File: config.mk
export PLATFORM = sky130hd
export DESIGN_NAME = pipe_io_responder
export DESIGN_NICKNAME = d
export VERILOG_FILES = /design/src/rtl/pipe_io_responder.sv
export SDC_FILE = /design/constraint.sdc
export NUM_CORES = 1
export LEC_CHECK = 0
export ABC_AREA = 1
export CAP_MARGIN = 25
export CORE_MARGIN = 1.5
export CORE_UTILIZATION = 40
export CTS_CLUSTER_DIAMETER = 30
export DETAILED_ROUTE_END_ITERATION = 7
export PLACE_DENSITY = 0.71
export SYNTH_ARGS = -nofsm -noshare
export SYNTH_HDL_FRONTEND = slang
export SYNTH_SLANG_ARGS = --single-unit
File: constraint.sdc
create_clock -name clock -period 3.2 [get_ports clock]
set_input_delay 0.32 -clock clock [delete_from_list [all_inputs] [get_ports clock]]
set_output_delay 0.32 -clock clock [all_outputs]
set_load 0.02 [all_outputs]
File: src/rtl/pipe_io_responder.sv
// rtl/pipe_io_responder.sv - MEM-stage I/O register window: RX FIFO, TX valid/ack handshake, status.
// Optional RX interrupt enable in CTRL is built only when PIPE_IO_IRQ_EN is defined.
module pipe_io_responder #(
    parameter logic [31:0] IO_BASE  = 32'h0000_0080,
    parameter int          RX_DEPTH = 4
) (
    input  logic        clock,
    input  logic        resetn,
    input  logic [31:0] addr,
    input  logic [31:0] wdata,
    input  logic        we,
    input  logic        re,
    output logic [31:0] rdata,
    input  logic [31:0] ext_in_data,
    input  logic        ext_in_valid,
    output logic        ext_in_ready,
    output logic [31:0] ext_out_data,
    output logic        ext_out_valid,
    input  logic        ext_out_ack,
    output logic        irq
);

    localparam int PW = (RX_DEPTH > 1) ? $clog2(RX_DEPTH) : 1;
    localparam int CW = PW + 1;

    localparam logic [1:0] REG_STATUS = 2'd0;
    localparam logic [1:0] REG_RXDATA = 2'd1;
    localparam logic [1:0] REG_TXDATA = 2'd2;
    localparam logic [1:0] REG_CTRL   = 2'd3;

    typedef enum logic {
        TX_IDLE = 1'b0,
        TX_BUSY = 1'b1
    } tx_state_t;

    tx_state_t         tx_state_q, tx_state_d;
    logic [31:0]       tx_data_q, tx_data_d;
    logic              tx_overrun_q, tx_overrun_d;
    logic [PW-1:0]     rd_ptr_q, rd_ptr_d;
    logic [PW-1:0]     wr_ptr_q, wr_ptr_d;
    logic [CW-1:0]     rx_count_q, rx_count_d;
    logic              in_en_q, in_en_d;
    logic [31:0]       rx_mem_q [RX_DEPTH];

    logic              sel;
    logic [1:0]        reg_idx;
    logic              rx_nonempty;
    logic              rx_full;
    logic              tx_busy;
    logic              push_en;
    logic              pop_en;
    logic              wr_status;
    logic              wr_txdata;
    logic              wr_ctrl;
    logic [3:0]        rx_count4;
    logic [31:0]       status_word;
    logic [31:0]       ctrl_word;
    logic              unused_bits;

    assign sel         = (addr[31:4] == IO_BASE[31:4]);
    assign reg_idx     = addr[3:2];
    assign unused_bits = ^{addr[1:0], wr_ctrl};

    assign rx_nonempty = (rx_count_q != '0);
    assign rx_full     = (rx_count_q == CW'(RX_DEPTH));
    assign tx_busy     = (tx_state_q == TX_BUSY);

    // Ready stays low until the first edge after reset release.
    assign ext_in_ready = in_en_q && !rx_full;
    assign push_en      = ext_in_valid && ext_in_ready;
    assign pop_en       = re && sel && (reg_idx == REG_RXDATA) && rx_nonempty;

    assign wr_status = we && sel && (reg_idx == REG_STATUS);
    assign wr_txdata = we && sel && (reg_idx == REG_TXDATA);
    assign wr_ctrl   = we && sel && (reg_idx == REG_CTRL);

    assign rx_count4   = 4'(rx_count_q);
    assign status_word = {24'b0, rx_count4, tx_overrun_q, tx_busy, rx_full, rx_nonempty};

    assign ext_out_data  = tx_data_q;
    assign ext_out_valid = tx_busy;

`ifdef PIPE_IO_IRQ_EN
    logic rx_ie_q, rx_ie_d;

    always_comb begin
        rx_ie_d = rx_ie_q;
        if (wr_ctrl) begin
            rx_ie_d = wdata[0];
        end
    end

    always_ff @(posedge clock or negedge resetn) begin
        if (!resetn) begin
            rx_ie_q <= 1'b0;
        end else begin
            rx_ie_q <= rx_ie_d;
        end
    end

    assign ctrl_word = {31'b0, rx_ie_q};
    assign irq       = rx_ie_q && rx_nonempty;
`else
    assign ctrl_word = 32'b0;
    assign irq       = 1'b0;
`endif

    always_comb begin
        rd_ptr_d   = rd_ptr_q;
        wr_ptr_d   = wr_ptr_q;
        rx_count_d = rx_count_q;
        in_en_d    = 1'b1;
        if (push_en) begin
            wr_ptr_d = wr_ptr_q + PW'(1);
        end
        if (pop_en) begin
            rd_ptr_d = rd_ptr_q + PW'(1);
        end
        case ({push_en, pop_en})
            2'b10:   rx_count_d = rx_count_q + CW'(1);
            2'b01:   rx_count_d = rx_count_q - CW'(1);
            default: rx_count_d = rx_count_q;
        endcase
    end

    // A store that lands while BUSY is lost even if the ack arrives in the same cycle.
    always_comb begin
        tx_state_d   = tx_state_q;
        tx_data_d    = tx_data_q;
        tx_overrun_d = tx_overrun_q;
        if (wr_status && wdata[3]) begin
            tx_overrun_d = 1'b0;
        end
        case (tx_state_q)
            TX_IDLE: begin
                if (wr_txdata) begin
                    tx_data_d  = wdata;
                    tx_state_d = TX_BUSY;
                end
            end
            TX_BUSY: begin
                if (wr_txdata) begin
                    tx_overrun_d = 1'b1;
                end
                if (ext_out_ack) begin
                    tx_state_d = TX_IDLE;
                end
            end
            default: tx_state_d = TX_IDLE;
        endcase
    end

    always_ff @(posedge clock or negedge resetn) begin
        if (!resetn) begin
            tx_state_q   <= TX_IDLE;
            tx_data_q    <= 32'b0;
            tx_overrun_q <= 1'b0;
            rd_ptr_q     <= '0;
            wr_ptr_q     <= '0;
            rx_count_q   <= '0;
            in_en_q      <= 1'b0;
        end else begin
            tx_state_q   <= tx_state_d;
            tx_data_q    <= tx_data_d;
            tx_overrun_q <= tx_overrun_d;
            rd_ptr_q     <= rd_ptr_d;
            wr_ptr_q     <= wr_ptr_d;
            rx_count_q   <= rx_count_d;
            in_en_q      <= in_en_d;
        end
    end

    // Storage needs no reset: the count gates every read of it.
    always_ff @(posedge clock) begin
        if (push_en) begin
            rx_mem_q[wr_ptr_q] <= ext_in_data;
        end
    end

    always_comb begin
        rdata = 32'b0;
        if (re && sel) begin
            case (reg_idx)
                REG_STATUS: rdata = status_word;
                REG_RXDATA: rdata = rx_nonempty ? rx_mem_q[rd_ptr_q] : 32'b0;
                REG_CTRL:   rdata = ctrl_word;
                default:    rdata = 32'b0;
            endcase
        end
    end

endmodule

-- After elaboration in Yosys (flattened, before gate mapping)
Memory sizes are Yosys's and may differ from the RTL's.
Cells that the tools add are included.
- bits in registers: 42
- memory bits (writable): 128
- input bits: 102
- output and inout port bits: 67
- logic and storage cells: 45
- memories kept: 1
- memories (name ; depth ; width ; rd ports ; clocked after memory_dff ; wr ports ; line ; RTL):
    rx_mem_q ; 4 ; 32 ; 1 ; 0 ; 1 ; 43 ; logic [31:0] rx_mem_q [RX_DEPTH];
- $add $sub $neg: 4
- equal/unequal tests: 6
- mux-type cells: 12
- bitwise logic cells: 1
- reductions and logical operators: 14
- operators by type and width (cell ; count):
    2-to-1 mux 32 bit ; 2
    one-hot mux 32 bit (2 select lines) ; 1
    equality test 28 x 4 -> 1 bit, second input constant ; 1
    logical AND 1 bit ; 9
    2-to-1 mux 1 bit ; 7
    one-hot mux 3 bit (2 select lines) ; 1
    adder 2 x 1 -> 2 bit, second input constant ; 2
    equality test 2 x 1 -> 1 bit, second input constant ; 2
    equality test 2 bit, second input constant ; 2
    adder 3 x 1 -> 3 bit, second input constant ; 1
    equality test 3 bit, second input constant ; 1
    nonzero test 3 bit ; 1
    subtractor 3 x 1 -> 3 bit, second input constant ; 1
    logical NOT 2 bit ; 1
    one-hot mux 1 bit (2 select lines) ; 1
    AND reduction 2 bit ; 1
    nonzero test 2 bit ; 1
    logical NOT 1 bit ; 1
    NOT 1 bit ; 1

-- Logic depth before layout (Yosys ltp)
- word-level depth: 7
- mapped depth: 13
- gate-level depth less buffers: 13

-- Least setup slack after synthesis
No wires, ideal clock.
- path kind: register to register
- from: register rx_count_q[2]
- to: memory rx_mem_q[0][0] (enable)
- setup time: 421 ps
- arrival time: 2489 ps
- data required time: 2779 ps
- slack: 289 ps
- cell stages (with the launch flop): 6
- buffers on the path: 0
- period minus slack after synthesis: 2911 ps
- cells stage by stage: dfrtp_1 > inv_1 > nor3_1 > nor2_1 > nand2_1 > nor2_1
- word-level cells in the longest chain between the ends: 6
- RTL lines (element ; line ; RTL):
    start, declared ; 41 ; logic [CW-1:0] rx_count_q, rx_count_d;
    start signal, assigned ; 168 ; rx_count_q <= rx_count_d;
    equality test 3 bit ; 65 ; assign rx_full = (rx_count_q == CW'(RX_DEPTH));
    logical NOT 1 bit ; 69 ; assign ext_in_ready = in_en_q && !rx_full;
    logical AND 1 bit ; 69 ;
    net ext_in_ready ; 16 ; output logic ext_in_ready,
    logical AND 1 bit ; 70 ; assign push_en = ext_in_valid && ext_in_ready;
    2-to-1 mux 1 bit ; 175 ; if (push_en) begin
    2-to-1 mux 1 bit (implied by the code) ; 176 ; rx_mem_q[wr_ptr_q] <= ext_in_data;
    end, declared ; 43 ;
The timed path passes the listed nets, and every way through them passes these cells.

-- Final worst setup path
- from: register rd_ptr_q[0]
- to: output rdata[0]
- word-level cells in the longest chain between the ends: 4
- RTL lines (element ; line ; RTL):
    start, declared ; 39 ; logic [PW-1:0] rd_ptr_q, rd_ptr_d;
    start signal, assigned ; 166 ; rd_ptr_q <= rd_ptr_d;
    memory (4 x 32 bit) ; - ;
    2-to-1 mux 32 bit ; 185 ; REG_RXDATA: rdata = rx_nonempty ? rx_mem_q[rd_ptr_q] : 32'b0;
    one-hot mux 32 bit (2 select lines) ; 183 ; case (reg_idx)
    2-to-1 mux 32 bit ; 182 ; if (re && sel) begin
    end, declared ; 13 ; output logic [31:0] rdata,
No other way between the ends.

==> impl_metrics.py <==
metrics = {
    "logic_synthesis": {
        "synth_top_family_by_area": "simple AND/OR/NAND/NOR gates",
        "synth-compound-area-share_pct": 7.465,
        "yosys_warnings": 0,
        "synth_cell_types": 30,
        "synth_fa_ha_area_share_pct": 1.135,
        "synth_top_area_share_pct": 52.84,
        "postSynthCellCount": 675,
        "synth_edf_count": 128,
        "ys_ff_latch": 170,
        "synthFlopType": "edfxtp_1",
        "synth_mux_area_share_pct": 0,
        "synth-xor-area-share_pct": 0.3612,
        "synthTopCellsByArea": "edfxtp_1 53%, dfrtp_1 14%, nor2_1 7.5%",
        "async_flop_share_pct": 24.71,
        "synth_area_um2": 7274,
        "syn_nets": 783,
        "avgSynthCellArea_um2": 10.78,
        "synth-simple-area-share_pct": 18.89,
        "synth_top_area_cell": "edfxtp_1",
        "yosysSeqAreaShare_pct": 67.29,
    },
    "cells_and_area": {
        "layout_commonest_cell": "clkdlybuf4s50_1",
        "diodes": 0,
        "area_growth_pct": 34.07,
        "drive_gt1_share_pct": 8.568,
        "final_cell_count_no_fill": 1081,
        "fin_nets": 947,
        "layout_common_cells": "164 x clkdlybuf4s50_1, 141 x nor2_1, 128 x edfxtp_1",
        "fillers": 1497,
    },
    "detailed_routing": {
        "via_count": 5321,
        "vias_per_cell": 4.922,
        "drtIter0Drc": 290,
        "ant_nets": 0,
        "routedWlPerCell_um": 15.78,
        "firstDrtPassIters": 4,
        "wirelength_um": 17050,
        "drc_errors": 0,
    },
    "timing": {
        "tightest_slew_ns": 0.7299,
        "finalSetupViolations": 0,
        "period_share_pct": 92.37,
        "finalMaxSlewViolations": 0,
        "period_minus_slack_ns": 2.956,
        "relSlewSlack_pct": 51.22,
        "finalHoldViolCount": 0,
        "setup_tns_ns": 0,
        "clock_skew_ns": 0.008353,
        "hold_ws_ns": 0.3613,
        "max_freq_mhz": 338.3,
        "rsz0062_at_grt": "no",
    },
    "worst_setup_path": {
        "r2r-start": "rx_count_q[0]",
        "reg2reg_slack_ns": 0.99,
        "critPathTopFamily": "buffers and inverters",
        "cp_max_fo": 67,
        "rr_worst_depth": 10,
        "critical_path.max_stage_delay_ns": 0.64,
        "regToRegEndpoint": "rx_count_q[2]",
        "crit_type": "reg -> out",
        "cp.arrival_ns": 2.64,
        "cp_num_buf_inv": 2,
        "cp.required_ns": 2.88,
        "worst_setup_path_start_kind": "register",
        "worstSetupEndpointType": "output pin",
        "crit_chain": "buf_4, a21oi_1, a22oi_1, o21ai_0, nor2_1, clkdlybuf4s50_1",
        "cp_slowest_cell": "clkdlybuf4s50_1",
    },
    "pwr": {
        "p_comb_share_pct": 4.3,
        "leakage_uw": 0.003752,
        "power_density_nw_per_um2": 460.7,
        "ir_drop_v": 0.0003668,
        "p_total_uw": 4494,
        "p_seq_share_pct": 52.8,
        "p_int_uw": 3571,
        "switching_power_uw": 922.8,
        "clockPowerShare_pct": 42.9,
        "switching_share_pct": 20.54,
    },
    "placement": {
        "gp_congestion": 0.8025,
        "hpwl_um": 10970,
        "port_buffers": 165,
        "dpl.cell_count": 1047,
    },
    "flow_run": {
        "max_cap_viol_count": 0,
    },
    "clocking": {
        "cts_hold_buffers": 0,
        "cts.repair.resized": 0,
        "cts_max_path_buffers": 2,
        "htree_levels": 4,
        "cts_tree": "done",
        "clock-sinks": 170,
        "cts_setup_buffers": 0,
        "cts.clk_slew.worst_paths_ns": 0.07,
        "numCtsBuffers": 17,
        "cts-root-buf": "clkbuf_16",
        "clk_latency_ns": 0.43,
    },
    "die": {
        "pin_count": 169,
        "die_w_um": 137.9,
        "dieArea_um2": 19000,
        "fp.dieH_um": 137.9,
        "initial_core_util_pct": 40.63,
        "coreArea_um2": 17900,
        "rows": 49,
    },
    "status": {
        "status": "complete, no violations",
    },
    "global_routing": {
        "antenna_found_initial": 0,
        "grt_max_degree": 68,
        "gr-usage-all-layers_pct": 18.37,
        "gr-total-overflow": 0,
        "grt_pass1_vias": 5066,
        "grt_pass1_wl_um": 26170,
    },
    "min_path": {
        "hold_class": "in -> async",
    },
}
[registers in the layout, indices dropped and copies added (netlist names)]
register       cells
tx_overrun_q       1
in_en_q            1
wr_ptr_q           2
rx_count_q         3
rd_ptr_q           2
ext_out_valid      1
ext_out_data      32
rx_mem_q         128
[cells by family (layout without fill, tap and decap cells)]
| kind of cell | after synthesis | count (layout) |
|---|---|---|
| compound gates | 101 | 101 |
| simple gates | 319 | 319 |
| xor+xnor | 3 | 3 |
| buf+inv | 74 | 251 |
| flops | 170 | 170 |
| fa+ha+maj | 6 | 6 |
| other cells | 2 | 2 |
[power groups by stage]
stage | clock network (µW) | logic [µW] | registers (µW)
floorplan | 0 | 28.4 | 2420
global placement | 0 | 185 | 2420
detailed placement | 0 | 188 | 2420
CTS | 1970 | 189 | 2370
global route | 2060 | 209 | 2370
finish | 1930 | 192 | 2370
[area by class of cell]
type / count / area [µm²] / share of cell area (%)
Tap cell: 229 / 286.5 / 2.938
Clock inverter: 12 / 115.1 / 1.180
Clock buffer: 20 / 436.7 / 4.477
Sequential cell: 170 / 4896 / 50.20
Timing Repair Buffer: 182 / 1814 / 18.60
Multi-Input combinational cell: 431 / 2066 / 21.18
Inverter: 37 / 138.9 / 1.424
[worst register-to-register path: cells and delay by family (launching register included)]
kind	cells	cell delay [ns]
AO/OA/AOI/OAI	2	0.25
XOR/XNOR	1	0.15
adder cells (fa/ha/maj)	2	0.56
buffers and inverters	2	0.27
flip-flops	1	0.43
AND/OR/NAND/NOR	3	0.43
[how the worst max path moves through the flow]
stage	from	end	slack, ns	cells past startpoint
2_1_floorplan	rx_count_q[2]	rx_mem_q[0][0]	0.29	5
3_3_place_gp	addr[7]	rdata[12]	0.24	10
3_5_place_dp	addr[7]	rdata[12]	0.25	10
4_1_cts	rd_ptr_q[0]	rdata[0]	0.20	6
5_1_grt	addr[9]	rdata[12]	0.07	11
6_report	rd_ptr_q[0]	rdata[0]	0.24	6
[synth_stat cells, types with 2 or more instances]
cell / n
buf_2: 13
inv_2: 5
inv_1: 30
o22ai_1: 6
edfxtp_1: 128
buf_4: 4
nand2_2: 2
a21oi_2: 6
dfrtp_1: 42
o21ai_0: 64
ha_1: 5
buf_6: 5
nand2_1: 114
conb_1: 2
clkinv_1: 2
nand3_1: 10
nand4_1: 36
nor3_1: 3
nor2_4: 5
a21oi_1: 23
xor2_1: 2
clkbuf_1: 15
nor2_1: 146
[through the flow]
step | utilization (%) | area, µm² | setup WS [ns]
detailed placement | 51.23 | 9171 | 0.2479
global placement | 51.23 | 9171 | 0.2440
finish | 54.48 | 9753 | 0.2441
floorplan | - | 7274 | 0.2893
CTS | 54.31 | 9723 | 0.2032
global route | 54.48 | 9753 | 0.06503
[routing by layer]
layer | vias to the layer above | global-route usage [%] | wire length [µm]
li1 | 2629 | - | -
met5 | - | 0 | 0
met3 | 23 | 4.642 | 1065
met4 | 0 | 6.424 | 334
met1 | 2518 | 23.52 | 7198
met2 | 151 | 30.40 | 8454
Power figures use the tool's default switching activity.
